--- src/rtl/cdc_pkg.sv ---
// Shared types for the req/ack bus synchroniser pair (cdc_hs_tx / cdc_hs_rx).
// Handshake state encoding and default abort timeout.
package cdc_pkg;

    typedef enum logic [1:0] {
        HS_IDLE,
        HS_REQ,
        HS_RELEASE
    } hs_state_t;

    localparam int HS_TIMEOUT_DEFAULT = 1024;

endpackage

--- src/rtl/sync2.sv ---
// Two-flop synchroniser for signals crossing into the clk domain.
// Async active-low reset clears both stages.
module sync2 #(
    parameter int SIZE = 1
) (
    input  logic            clk,
    input  logic            n_rst,
    input  logic [SIZE-1:0] d,
    output logic [SIZE-1:0] q
);

    logic [SIZE-1:0] meta;

    always_ff @(posedge clk or negedge n_rst) begin
        if (!n_rst) begin
            meta <= '0;
            q    <= '0;
        end else begin
            meta <= d;
            q    <= meta;
        end
    end

endmodule

--- src/rtl/cdc_hs_tx.sv ---
// Source side of a 4-phase req/ack single-word bus synchroniser.
// Optional ack timeout abort enabled by defining CDC_HS_TX_TIMEOUT_EN.
module cdc_hs_tx
    import cdc_pkg::*;
#(
    parameter int WIDTH   = 32,
    parameter int TIMEOUT = HS_TIMEOUT_DEFAULT
) (
    input  logic             clk,
    input  logic             n_rst,
    input  logic [WIDTH-1:0] s_data,
    input  logic             s_valid,
    output logic             s_ready,
    output logic             x_req,
    output logic [WIDTH-1:0] x_data,
    input  logic             x_ack,
    output logic             busy,
    output logic             err
);

    hs_state_t state;
    hs_state_t state_nxt;
    logic      req_nxt;
    logic      load;
    logic      ack_s;
    logic      err_nxt;

    sync2 #(.SIZE(1)) u_ack_sync (
        .clk   (clk),
        .n_rst (n_rst),
        .d     (x_ack),
        .q     (ack_s)
    );

`ifdef CDC_HS_TX_TIMEOUT_EN
    localparam int CW = $clog2(TIMEOUT + 1);
    localparam logic [CW-1:0] CNT_MAX = CW'(TIMEOUT - 1);

    logic [CW-1:0] cnt;

    always_ff @(posedge clk or negedge n_rst) begin
        if (!n_rst) begin
            cnt <= '0;
        end else if (load) begin
            cnt <= '0;
        end else if (state == HS_REQ && !ack_s) begin
            cnt <= cnt + 1'b1;
        end
    end

    always_ff @(posedge clk or negedge n_rst) begin
        if (!n_rst) begin
            err <= 1'b0;
        end else begin
            err <= err_nxt;
        end
    end
`else
    assign err = 1'b0;
`endif

    always_ff @(posedge clk or negedge n_rst) begin
        if (!n_rst) begin
            state  <= HS_IDLE;
            x_req  <= 1'b0;
            x_data <= '0;
        end else begin
            state <= state_nxt;
            x_req <= req_nxt;
            if (load) begin
                x_data <= s_data;
            end
        end
    end

    // A stale ack left over from a reset blocks new requests
    always_comb begin
        state_nxt = state;
        req_nxt   = x_req;
        load      = 1'b0;
        err_nxt   = 1'b0;
        s_ready   = 1'b0;
        unique case (state)
            HS_IDLE: begin
                s_ready = !ack_s;
                if (s_valid && !ack_s) begin
                    load      = 1'b1;
                    req_nxt   = 1'b1;
                    state_nxt = HS_REQ;
                end
            end
            HS_REQ: begin
                if (ack_s) begin
                    req_nxt   = 1'b0;
                    state_nxt = HS_RELEASE;
                end
`ifdef CDC_HS_TX_TIMEOUT_EN
                else if (cnt == CNT_MAX) begin
                    req_nxt   = 1'b0;
                    err_nxt   = 1'b1;
                    state_nxt = HS_RELEASE;
                end
`endif
            end
            HS_RELEASE: begin
                if (!ack_s) begin
                    state_nxt = HS_IDLE;
                end
            end
            default: begin
                req_nxt   = 1'b0;
                state_nxt = HS_IDLE;
            end
        endcase
    end

    assign busy = (state != HS_IDLE);

endmodule

--- config.mk ---
export PLATFORM = sky130hd
export DESIGN_NAME = cdc_hs_tx
export DESIGN_NICKNAME = d
export VERILOG_FILES = /design/src/rtl/cdc_pkg.sv /design/src/rtl/sync2.sv /design/src/rtl/cdc_hs_tx.sv
export SDC_FILE = /design/constraint.sdc
export NUM_CORES = 1
export LEC_CHECK = 0
export ABC_AREA = 1
export CAP_MARGIN = 20
export CORE_MARGIN = 5
export CORE_UTILIZATION = 30
export DETAILED_ROUTE_END_ITERATION = 6
export HOLD_SLACK_MARGIN = 0.02
export RECOVER_POWER = 50
export SLEW_MARGIN = 30
export SYNTH_ARGS = -nofsm -noshare
export SYNTH_HDL_FRONTEND = slang
export SYNTH_HIERARCHICAL = 1
export SYNTH_SLANG_ARGS = --single-unit
export TNS_END_PERCENT = 10
--- constraint.sdc ---
create_clock -name clk -period 1.1 [get_ports clk]
set_input_delay 0.22 -clock clk [delete_from_list [all_inputs] [get_ports clk]]
set_output_delay 0.22 -clock clk [all_outputs]
set_load 0.05 [all_outputs]
==> impl_metrics.csv <==
group,metric,value,unit
run_status,outcome,"finished with violations",
run_status,failed_checks,"negative setup slack",
die,initial_core_util,0.313,
sta,fmax,760,MHz
layout,n_antenna_cell,0,
placement,dp_worst_setup_slack,-403,ps
logic_synthesis,async_flop_share,1.00,
placement,dpl_cell_area,2650,um^2
global_routing,antenna_found_initial,0,
logic_synthesis,seq_area_frac_synth,0.618,
worst_setup_path,r2r-end,"x_data[25]",
worst_setup_path,r2r-start,"state[0]",
worst_setup_path,crit_type,"reg -> out",
layout,area_growth,93.5,%
logic_synthesis,synth_top_area_frac,0.618,
placement,placedCellCount,296,
layout,postLayoutCellArea,2900,um^2
worst_setup_path,r2r_slack,-110,ps
cts,tritoncts,"built",
sta,final-setup-viol-count,35,
placement,numPortBuffers,70,
die,die_w,80.7,um
power,peakVddDrop,1.05,mV
global_routing,grt_util_all_layers,0.144,
logic_synthesis,avgSynthCellArea,9.43,um^2
hold_path,min_from,"u_ack_sync/meta",
logic_synthesis,synth.area.top_cells,"dfrtp_1, nand2_1, nand3_1, buf_4, buf_6",
layout,drive_above_1_share,0.295,
cts,cts.htree.levels,2,
cts,clk_pin_slew,70,ps
worst_setup_path,worstPathCellList,"inv_2, nand2_8, nor2_4, buf_12",
logic_synthesis,synthFlopType,"dfrtp_1",
hold_path,hold_class,"reg -> reg",
die,die_h,80.7,um
worst_setup_path,worst_ep_arrival_time,1100,ps
worst_setup_path,rr_worst_depth,6,
sta,slew_headroom,0.653,
worst_setup_path,crit_fanout,3,
logic_synthesis,synth_edf_count,0,
sta,grt_setup_unrepaired,"yes",
logic_synthesis,ys_ff_latch,37,
global_routing,first_global_vias,1369,
worst_setup_path,max_stage_delay,400,ps
logic_synthesis,synth.most_common_cell,"nand2_1",
placement,place_congestion,0.670,
worst_setup_path,cp.required,880,ps
run,drv_cap,0,
routing,postRouteAntennaNets,0,
worst_setup_path,crit_path_start_kind,"flip-flop",
sta,setup_slack,-216,ps
sta,worst_pin_slew,520,ps
routing,drt_iter0_markers,29,
cts,clockBufferDepth,2,
cts,worstSkewPairLatency,280,ps
routing,dr.pass1.iters,4,
sta,hold_violations,0,
sta,fin_tns_setup,-3610,ps
routing,drc,0,
sta,fin_crit_sh,1.20,
hold_path,hold_path_end,"u_ack_sync/q",
placement,dp_hpwl,2990,um
layout,fin_nets,286,
worst_setup_path,endpoint_kind,"primary output",
die,coreArea,4790,um^2
global_routing,gr-total-overflow,0,
sta,min_period,1320,ps
layout,fin_cells,318,
logic_synthesis,synth_common_cells,"nand2_1, dfrtp_1, nand3_1",
power,totalPowerFinal,5.69,mW
routing,wl_per_cell,13.6,um
worst_setup_path,slowest_stage,"dfrtp_1",
cts,cts_buffers,5,
logic_synthesis,synthesis.instances,159,
logic_synthesis,synth_cell_type_count,13,
power,power_density,1960,nW/um^2
logic_synthesis,syn_area,1500,um^2
routing,vias_per_cell,4.37,
sta,fin_worst_skew,5.70,ps
global_routing,grt_max_degree,38,
hold_path,min_path_cells,0,
die,num_io_pins,72,
logic_synthesis,syn_nets,195,
sta,slew_violations,0,
routing,drt_wl_total,4340,um
global_routing,grt_pass1_wl,7000,um
logic_synthesis,yosys_warnings,6,
cts,clock_sinks,37,
die,die-area,6510,um^2
power,power_leakage,1.39,nW
cts,root_buffer,"clkbuf_8",
logic_synthesis,yosysTopAreaCell,"dfrtp_1",
routing,vias,1391,
die,num_rows,25,
[layer usage]
metal | global-route usage | share of wire | vias to the layer above
li1 | - | - | 687
met2 | 0.249 | 0.51 | 45
met4 | 0.0507 | 0.014 | 0
met3 | 0.0460 | 0.096 | 7
met5 | 0 | 0 | -
met1 | 0.165 | 0.38 | 652
[per-stage QoR]
step	hold slack, ps	utilization
finish	370	0.606
global route	398	0.606
CTS	361	0.603
detailed placement	204	0.555
global placement	201	0.555
floorplan	-75.6	-
[how the worst max path moves through the flow]
stage / startpoint / end / slack [ps] / depth (start not counted)
2_1_floorplan: state[0] / s_ready / -60 / 3
3_3_place_gp: s_valid / x_data[3] / -330 / 6
3_5_place_dp: s_valid / x_data[10] / -400 / 6
4_1_cts: state[0] / s_ready / -210 / 4
5_1_grt: state[1] / s_ready / -260 / 4
6_report: state[1] / s_ready / -220 / 4
[state kept, by name, indices dropped and copies added, names as in the netlist]
signal / flops
x_data: 32
x_req: 1
state: 2
u_ack_sync/meta: 1
u_ack_sync/q: 1
[critical path: cells and delay by family, from the launching register on]
| kind | cells | cell delay [ps] |
|---|---|---|
| buf+inv | 2 | 250 |
| flops | 1 | 400 |
| simple gates | 2 | 170 |
[area by class of cell]
cell class	instances	area (um^2)
Clock buffer	8	80.1
Timing Repair Buffer	91	1230
Multi-Input combinational cell	112	567
Tap cell	67	83.8
Sequential cell	37	926
Fill cell	417	1890
Inverter	3	11.3
[power by group]
part	total (mW)	internal, mW	switching [mW]
Sequential	1.94	1.63	0.302
Combinational	2.86	1.38	1.48
Clock	0.901	0.450	0.450
[logic make-up (layout without fill, tap and decap cells)]
logic type | count (synthesis) | after routing | share of synthesized area
DFF | 37 | 37 | 0.618
AOI/OAI and AO/OA | 2 | 2 | 0.00667
buffers and inverters | 13 | 102 | 0.0651
and+or+nand+nor | 106 | 109 | 0.308
other | 1 | 1 | 0.00250
[layout by cell type (no fill, tap or decap), types with 2 or more instances in the layout]
cell type	netlist	final
nand2_2	0	3
dlygate4sd3_1	0	2
clkbuf_8	0	5
nand2_1	68	64
inv_2	0	2
buf_4	7	13
buf_12	0	35
clkdlybuf4s50_1	0	33
nand3_1	32	32
buf_6	3	5
clkbuf_1	0	3
dfrtp_1	37	37
nand2_8	0	4
nor2_4	2	3
[what timing repair did]
action | 4_1_cts | 5_1_grt
hold buffers | 1 | 0
resized for setup | 7 | 6
hold endpoints to repair | 37 | 0
setup buffers | 10 | 0
setup endpoints to repair | 37 | 59
pin swaps | 5 | 2
gates cloned | 3 | 0
No activity file was read; power rests on OpenSTA's default activity.
